`config.mk`:
```
export PLATFORM = sky130hd
export DESIGN_NAME = sipo
export DESIGN_NICKNAME = d
export VERILOG_FILES = /design/src/rtl/serial_pkg.sv /design/src/rtl/sipo_bitcnt.sv /design/src/rtl/sipo.sv
export SDC_FILE = /design/constraint.sdc
export NUM_CORES = 1
export LEC_CHECK = 0
export CELL_PAD_IN_SITES_DETAIL_PLACEMENT = 0
export CELL_PAD_IN_SITES_GLOBAL_PLACEMENT = 1
export CORE_MARGIN = 2
export CORE_UTILIZATION = 44
export DETAILED_ROUTE_END_ITERATION = 10
export PLACE_DENSITY_LB_ADDON = 0.1
export RECOVER_POWER = 50
export SLEW_MARGIN = 20
export SYNTH_ARGS = -nofsm -noshare
export SYNTH_HDL_FRONTEND = slang
export SYNTH_SLANG_ARGS = --single-unit
```
`constraint.sdc`:
```
create_clock -name clk -period 3.9 [get_ports clk]
set_input_delay 0.78 -clock clk [delete_from_list [all_inputs] [get_ports clk]]
set_output_delay 0.78 -clock clk [all_outputs]
set_load 0.01 [all_outputs]
```
`src/rtl/serial_pkg.sv`:
```
// Shared definitions for the serial transmit/receive blocks: default word
// width, bit-order encoding and a counter-width helper.
package serial_pkg;

  localparam int unsigned DEFAULT_WIDTH = 8;

  // Bit-order encoding shared with the transmit side: 1 = first bit is the MSB.
  typedef enum logic {
    ORDER_LSB_FIRST = 1'b0,
    ORDER_MSB_FIRST = 1'b1
  } bit_order_e;

  localparam bit DEFAULT_MSB_FIRST = 1'b1;

  // Bits needed to index 0..width-1; never narrower than one bit.
  function automatic int unsigned cnt_width(input int unsigned width);
    return (width <= 2) ? 1 : $clog2(width);
  endfunction

endpackage

```
`src/rtl/sipo_bitcnt.sv`:
```
// Bit-position counter for the deserialiser: advances on enabled cycles,
// wraps after the last bit and restarts on a word-boundary resync.
module sipo_bitcnt
  import serial_pkg::*;
#(
  parameter int unsigned WIDTH = DEFAULT_WIDTH
) (
  input  logic clk,
  input  logic rst_n,
  input  logic en_i,
  input  logic sync_i,
  output logic last_o
);

  localparam int unsigned     CW       = cnt_width(WIDTH);
  localparam logic [CW-1:0]   LAST_IDX = CW'(WIDTH - 1);

  logic [CW-1:0] cnt_q, cnt_d;
  logic [CW-1:0] idx;

  // A resync makes the bit sampled this cycle bit 0 of a fresh word.
  assign idx    = sync_i ? '0 : cnt_q;
  assign last_o = en_i && (idx == LAST_IDX);

  always_comb begin
    // NOTE: default first so every path assigns cnt_d and no latch is inferred.
    cnt_d = cnt_q;
    if (en_i) begin
      if (last_o) cnt_d = '0;
      else        cnt_d = idx + CW'(1);
    end else if (sync_i) begin
      cnt_d = '0;
    end
  end

  // NOTE: non-blocking assignments for all clocked state avoid update-order races.
  always_ff @(posedge clk or negedge rst_n) begin
    if (!rst_n) cnt_q <= '0;
    else        cnt_q <= cnt_d;
  end

endmodule

```
`src/rtl/sipo.sv`:
```
// Serial-in parallel-out receiver: shifts din in on enabled cycles and
// presents completed words on a registered dout with valid/ack handshake.
module sipo
  import serial_pkg::*;
#(
  parameter int unsigned WIDTH     = DEFAULT_WIDTH,
  parameter bit          MSB_FIRST = DEFAULT_MSB_FIRST
) (
  input  logic             clk,
  input  logic             rst,
  input  logic             din,
  input  logic             en,
  input  logic             sync,
  input  logic             ack,
  output logic [WIDTH-1:0] dout,
  output logic             valid,
  output logic             overrun
);

  logic [WIDTH-1:0] shift_q, shift_d;
  logic [WIDTH-1:0] dout_q, dout_d;
  logic             valid_q, valid_d;
  logic             overrun_q, overrun_d;
  logic [WIDTH-1:0] base;
  logic [WIDTH-1:0] word;
  logic             last;

  sipo_bitcnt #(.WIDTH(WIDTH)) u_bitcnt (
    .clk    (clk),
    .rst_n  (rst),
    .en_i   (en),
    .sync_i (sync),
    .last_o (last)
  );

  // Partial bits are dropped on resync so the new word starts from a clean slate.
  assign base = sync ? '0 : shift_q;

  always_comb begin
    word = '0;
    if (MSB_FIRST == bit'(ORDER_MSB_FIRST)) word = {base[WIDTH-2:0], din};
    else                                    word = {din, base[WIDTH-1:1]};
  end

  always_comb begin
    shift_d   = en ? word : shift_q;
    dout_d    = dout_q;
    valid_d   = valid_q;
    overrun_d = overrun_q;
    if (last) begin
      // A pending word may only be replaced in the cycle it is acknowledged.
      if (!valid_q || ack) begin
        dout_d  = word;
        valid_d = 1'b1;
      end else begin
        overrun_d = 1'b1;
      end
    end else if (ack) begin
      valid_d = 1'b0;
    end
  end

  // NOTE: the shift register is reset too, so a word cut short by reset leaves no residue.
  always_ff @(posedge clk or negedge rst) begin
    if (!rst) begin
      shift_q   <= '0;
      dout_q    <= '0;
      valid_q   <= 1'b0;
      overrun_q <= 1'b0;
    end else begin
      shift_q   <= shift_d;
      dout_q    <= dout_d;
      valid_q   <= valid_d;
      overrun_q <= overrun_d;
    end
  end

  assign dout    = dout_q;
  assign valid   = valid_q;
  assign overrun = overrun_q;

endmodule

```
==> results.sh, run 1 <==
export IMPL_number_of_search_and_repair_iterations_in_the_first_detailed_routing_pass=1
export IMPL_grt_pass1_vias=529
export IMPL_synthesis_area_per_instance_um2=15.29
export IMPL_maximum_number_of_pins_on_one_net_before_global_route_repair=21
export IMPL_worst_ep_required_time_ns=4.09
export IMPL_timing_worst_slew_pin_value_ns=0.8669
export IMPL_p_leak_uw=0.0005296
export IMPL_clkSinkCount=20
export IMPL_floorplan_die_height_um=49.28
export IMPL_grt_first_pass_wirelength_um=2408
export IMPL_viasPerCell=4.641
export IMPL_min_from="overrun$_DFFE_PN0P_"
export IMPL_vias=478
export IMPL_numPortBuffers=15
export IMPL_vdd_ir_drop_max_v=0.0002121
export IMPL_globalRouteOverflowTotal=0
export IMPL_critPathMaxFanout=10
export IMPL_finalWeightedCongestion=0.6726
export IMPL_final_setup_viol_count=0
export IMPL_highest_count_cells_in_the_layout_ignoring_fill_and_taps="20 x dfrtp_1, 13 x clkdlybuf4s50_1, 10 x nor2b_1"
export IMPL_cell_area_after_layout_um2=1091
export IMPL_maxCapViolations=0
export IMPL_whs_path_depth=1
export IMPL_finalSetupTns_ns=0
export IMPL_post_detailed_route_drc_marker_count=0
export IMPL_postCtsSetupBuffers=0
export IMPL_crit_path_start="sync"
export IMPL_yosysWarnings=0
export IMPL_initial_utilization=0.4646
export IMPL_final_antenna_net_count=0
export IMPL_insertion_delay_ns=0.29
export IMPL_r2r_start="u_bitcnt.cnt_q[0]$_DFF_PN0_"
export IMPL_cts_buffers=3
export IMPL_final_period_utilization=0.6656
export IMPL_cts_max_level=1
export IMPL_hold_path_end="overrun$_DFFE_PN0P_"
export IMPL_post_route_min_period_ns=2.596
export IMPL_clockRootBuffer="clkbuf_4"
export IMPL_power_per_cell_area_nw_per_um2=332.3
export IMPL_setup_worst_path_start_class="input pin"
export IMPL_netlist_area_pre_place_um2=902.1
export IMPL_drive_above_1_share=0.2895
export IMPL_worst_hold_path_type="flop to flop"
export IMPL_timing_max_transition_violations_final=0
export IMPL_ctsHoldBuffers=0
export IMPL_max_slew_margin_vs_limit=0.4201
export IMPL_route_detailed_wl_per_inst_um=12.53
export IMPL_totalPowerFinal_uw=362.6
export IMPL_core_um2=1942
export IMPL_run_status="finished, final reports clean"
export IMPL_critPathKind="input pin to flop"
export IMPL_design_final_nets=85
export IMPL_cts_path_max_buffers=2
export IMPL_rows=16
export IMPL_diodes=0
export IMPL_cts_tree="yes"
export IMPL_growth_of_design_area_from_synthesis_to_finish_pct=20.94
export IMPL_cp_slowest_stage_delay_ns=0.58
export IMPL_synth_sequential_area_ratio=0.5548
export IMPL_layout_cells_most_common="dfrtp_1"
export IMPL_clock_skew_final_ns=0.0007635
export IMPL_count_of_state_elements_after_synthesis=20
export IMPL_placedCellCount=99
export IMPL_worstRegToRegCells=6
export IMPL_cts_resized_gates=0
export IMPL_grt_setup_unrepaired="no"
export IMPL_max_freq_mhz=385.3
export IMPL_grt_antenna_before_repair=0
export IMPL_worstReg2RegEnd="dout[4]$_DFFE_PN0P_"
export IMPL_timing_reg2reg_setup_slack_ns=2.10
export IMPL_data_arrival_time_of_the_critical_path_ns=2.78
export IMPL_critical_path_cell_chain="clkdlybuf4s50_1, nor2b_1, ha_1, ha_1, nand2_4, nor2b_4, mux2_4"
export IMPL_cp_end_kind="flop"
export IMPL_die_w_um=49.28
export IMPL_timing_hold_violations_final=0
export IMPL_final_cell_count_no_fill=103
export IMPL_route_final_wire_length_um=1291
export IMPL_post_synth_num_cell_types=16
export IMPL_synthesis_nets=67
export IMPL_post_dp_hpwl_um=968.8
export IMPL_critPathSlowestCell="clkdlybuf4s50_1"
export IMPL_clk_transition_reported_paths_ns=0.10
export IMPL_drt_initial_drc_count=0
export IMPL_finish_utilization=0.5619
export IMPL_die_area_um2=2429
export IMPL_total_routing_usage_gr=0.1357
export IMPL_dpl_cell_area_um2=1055
export IMPL_io_pins=16
export IMPL_fillCellCount=171
export IMPL_netlist_instances=59
export IMPL_path_common_cell="ha_1"
cell type report:
| class | instances | area (µm²) | area share |
|---|---|---|---|
| clock buffer | 4 | 36.28 | 0.03326 |
| inverter | 1 | 3.754 | 0.003440 |
| sequential | 20 | 500.5 | 0.4587 |
| multi-input combinational | 36 | 366.6 | 0.3360 |
| timing repair buffer | 15 | 150.1 | 0.1376 |
| tap | 27 | 33.78 | 0.03096 |
through the flow:
stage	hold WS [ns]	worst slack [ns]
2_1_floorplan	0.4726	1.863
3_3_place_gp	0.4622	0.9919
3_5_place_dp	0.4689	0.9588
4_1_cts	0.4983	1.276
5_1_grt	0.5290	1.189
6_report	0.4932	1.304
logic make-up (layout without fill, tap and decap cells):
group,Yosys count,count (layout),share of synthesized area
flip-flops,20,20,0.5548
multiplexers,15,15,0.2205
AND/OR/NAND/NOR,15,15,0.1206
AO/OA/AOI/OAI,3,3,0.02775
buffers and inverters,3,20,0.03883
adder cells (fa/ha/maj),2,2,0.02773
XOR/XNOR,1,1,0.009711
synthesized netlist by cell type (all sizes together):
library cell,instances,area share
nand2,2,0.017
nor2,1,0.0042
o21bai,1,0.0083
nand2b,1,0.015
xnor2,1,0.0097
ha,2,0.028
inv,1,0.0042
buf,2,0.035
nor2b,11,0.085
mux2,15,0.22
a22o,2,0.019
dfrtp,20,0.55
sequential cells by signal, indices dropped and copies added (netlist names):
name	count
dout	8
valid	1
shift_q	7
overrun	1
u_bitcnt.cnt_q	3
layer usage:
layer	global-route usage	up-vias	part of all wire
met5	0	-	0
met1	0.1511	233	0.44
met3	0.05828	2	0.057
met4	0.04286	0	0.0085
li1	-	233	-
met2	0.2320	10	0.50
how the worst max path moves through the flow:
stage / slack [ns] / depth (start not counted) / end
6_report: 1.30 / 7 / dout[4]$_DFFE_PN0P_
4_1_cts: 1.28 / 7 / dout[7]$_DFFE_PN0P_
3_3_place_gp: 0.99 / 7 / dout[4]$_DFFE_PN0P_
5_1_grt: 1.19 / 7 / dout[4]$_DFFE_PN0P_
3_5_place_dp: 0.96 / 7 / dout[0]$_DFFE_PN0P_
2_1_floorplan: 1.86 / 7 / dout[0]$_DFFE_PN0P_
report_power, final:
group / internal [µW] / switching (µW) / total [µW]
clock: 56.9 / 58.5 / 115
combinational: 15.7 / 13.9 / 29.6
sequential: 215 / 2.54 / 218
total: 288 / 75.0 / 363
worst max-delay path: cells and delay by family:
kind | cells | cell delay, ns
adders and majority gates | 2 | 0.40
buffers and inverters | 1 | 0.58
muxes | 1 | 0.34
and+or+nand+nor | 3 | 0.69
(Power assumes the default switching activity.)
==> run 2, diff against run 1 <==
CORE_UTILIZATION = 37   (was 44)
clock period = 2.2 ns   (was 3.9 ns; I/O delays follow)
==> run 2 against run 1 <==
Compared with the run above:
- global-route usage fell by 0.60 points
- non-clock buffer count rose by 5
- via count rose by 1.7%
- die area rose by 17%
- routed wire length rose by 14%
- first-iteration DRC count rose by 1
- total power rose by 100%
- largest cell class unchanged
==> results.sh, run 2 (synthesized netlist as in run 1, its figures left out) <==
export IMPL_run_status="finished, final reports clean"
export IMPL_power_clock_fraction=0.402
export IMPL_max_slew_margin_vs_limit=0.2862
export IMPL_timing_reg2reg_setup_slack_ns=0.52
export IMPL_growth_of_design_area_from_synthesis_to_finish_pct=27.60
export IMPL_crit_path_start="sync"
export IMPL_floorplan_die_height_um=53.38
export IMPL_maximum_number_of_pins_on_one_net_before_global_route_repair=21
export IMPL_core_um2=2255
export IMPL_finalSetupTns_ns=0
export IMPL_cts_resized_gates=0
export IMPL_p_seq_frac=0.520
export IMPL_grt_antenna_before_repair=0
export IMPL_totalPowerFinal_uw=741.5
export IMPL_max_freq_mhz=497.5
export IMPL_worst_ep_required_time_ns=2.39
export IMPL_initial_utilization=0.4001
export IMPL_route_final_wire_length_um=1467
export IMPL_diodes=0
export IMPL_timing_worst_slew_pin_value_ns=1.071
export IMPL_setup_worst_path_start_class="input pin"
export IMPL_final_setup_viol_count=0
export IMPL_grt_pass1_vias=509
export IMPL_finalWeightedCongestion=0.6831
export IMPL_ctsHoldBuffers=0
export IMPL_internal_power_uw=596.2
export IMPL_power_frac_comb=0.078
export IMPL_power_per_cell_area_nw_per_um2=644.2
export IMPL_data_arrival_time_of_the_critical_path_ns=2.20
export IMPL_clkSinkCount=20
export IMPL_vias=486
export IMPL_cp_end_kind="flop"
export IMPL_critPathKind="input pin to flop"
export IMPL_worst_hold_path_type="flop to flop"
export IMPL_rows=17
export IMPL_switchingPower_uw=145.4
export IMPL_timing_hold_violations_final=0
export IMPL_design_final_nets=90
export IMPL_maxCapViolations=0
export IMPL_grt_setup_unrepaired="no"
export IMPL_post_dp_hpwl_um=1091
export IMPL_route_detailed_wl_per_inst_um=13.46
export IMPL_total_routing_usage_gr=0.1298
export IMPL_drt_initial_drc_count=1
export IMPL_post_route_min_period_ns=2.010
export IMPL_grt_first_pass_wirelength_um=2490
export IMPL_highest_count_cells_in_the_layout_ignoring_fill_and_taps="20 x dfrtp_1, 13 x clkdlybuf4s50_1, 10 x nor2b_1"
export IMPL_min_from="overrun$_DFFE_PN0P_"
export IMPL_sequential_cell_area_um2=500.5
export IMPL_die_area_um2=2849
export IMPL_vdd_ir_drop_max_v=0.0005165
export IMPL_numPortBuffers=15
export IMPL_postCtsSetupBuffers=0
export IMPL_final_antenna_net_count=0
export IMPL_p_leak_uw=0.0005566
export IMPL_layout_cells_most_common="dfrtp_1"
export IMPL_cts_tree="yes"
export IMPL_number_of_search_and_repair_iterations_in_the_first_detailed_routing_pass=2
export IMPL_cts_buffers=3
export IMPL_clock_skew_final_ns=0.01038
export IMPL_insertion_delay_ns=0.30
export IMPL_io_pins=16
export IMPL_cts_max_level=1
export IMPL_post_detailed_route_drc_marker_count=0
export IMPL_multi_input_comb_area_um2=366.6
export IMPL_r2r_start="u_bitcnt.cnt_q[0]$_DFF_PN0_"
export IMPL_fillCellCount=204
export IMPL_cts_path_max_buffers=2
export IMPL_globalRouteOverflowTotal=0
export IMPL_power_switching_share=0.1961
export IMPL_largest_reg_flops=8
export IMPL_clk_transition_reported_paths_ns=0.11
export IMPL_viasPerCell=4.459
export IMPL_timing_max_transition_violations_final=0
export IMPL_critPathMaxFanout=8
export IMPL_clockRootBuffer="clkbuf_4"
export IMPL_final_period_utilization=0.9137
export IMPL_die_w_um=53.38
export IMPL_drive_above_1_share=0.3086
run 2: final timing paths:
| kind | end | depth (start not counted) |
|---|---|---|
| max in group asynchronous | overrun$_DFFE_PN0P_ | 2 |
| hold / removal | overrun$_DFFE_PN0P_ | 1 |
| hold reg to reg | overrun$_DFFE_PN0P_ | 1 |
| setup reg to reg | dout[7]$_DFFE_PN0P_ | 7 |
| setup / recovery | dout[7]$_DFFE_PN0P_ | 8 |
| min in group asynchronous | u_bitcnt.cnt_q[1]$_DFF_PN0_ | 2 |
run 2: metal layers:
metal | share of wire | vias up | track usage
met3 | 0.048 | 2 | 0.03955
met4 | 0.0082 | 0 | 0.06410
met5 | 0 | - | 0
li1 | - | 244 | -
met1 | 0.50 | 230 | 0.1773
met2 | 0.44 | 10 | 0.1831
run 2: power by group through the flow:
stage	combinational (µW)	clock [µW]	sequential (µW)
6_report	57.7	298	386
2_1_floorplan	32.3	0	392
3_5_place_dp	61.6	0	393
4_1_cts	61.8	309	386
5_1_grt	66.3	329	388
3_3_place_gp	60.7	0	393
run 2: layout make-up:
class / instances / area share
inverters: 1 / 0.003261
clock buffers: 3 / 0.01957
flip-flops and latches: 20 / 0.4348
clock inverters: 1 / 0.02609
multi-input cells: 36 / 0.3185
well taps: 28 / 0.03043
repair buffers: 20 / 0.1674
run 2: per-stage QoR:
step                setup WS [ns]  area [µm²]  utilization  std cells  hold slack, ns
floorplan                  0.5031       902.1            -         59          0.1444
finish                     0.1899        1151       0.5105        109          0.4956
detailed placement        -0.1282        1106       0.4906        105          0.4675
global route              0.08786        1151       0.5105        109          0.5169
CTS                        0.1906        1159       0.5139        109          0.4561
global placement         -0.08312        1106       0.4906        105          0.4761
run 2: worst max-delay path, cell delays in order:
cell	delay, ns
clkdlybuf4s50_1	0.48
nor2b_1	0.23
ha_1	0.18
ha_1	0.22
nand2_4	0.08
nor2b_4	0.13
buf_12	0.14
mux2_4	0.30
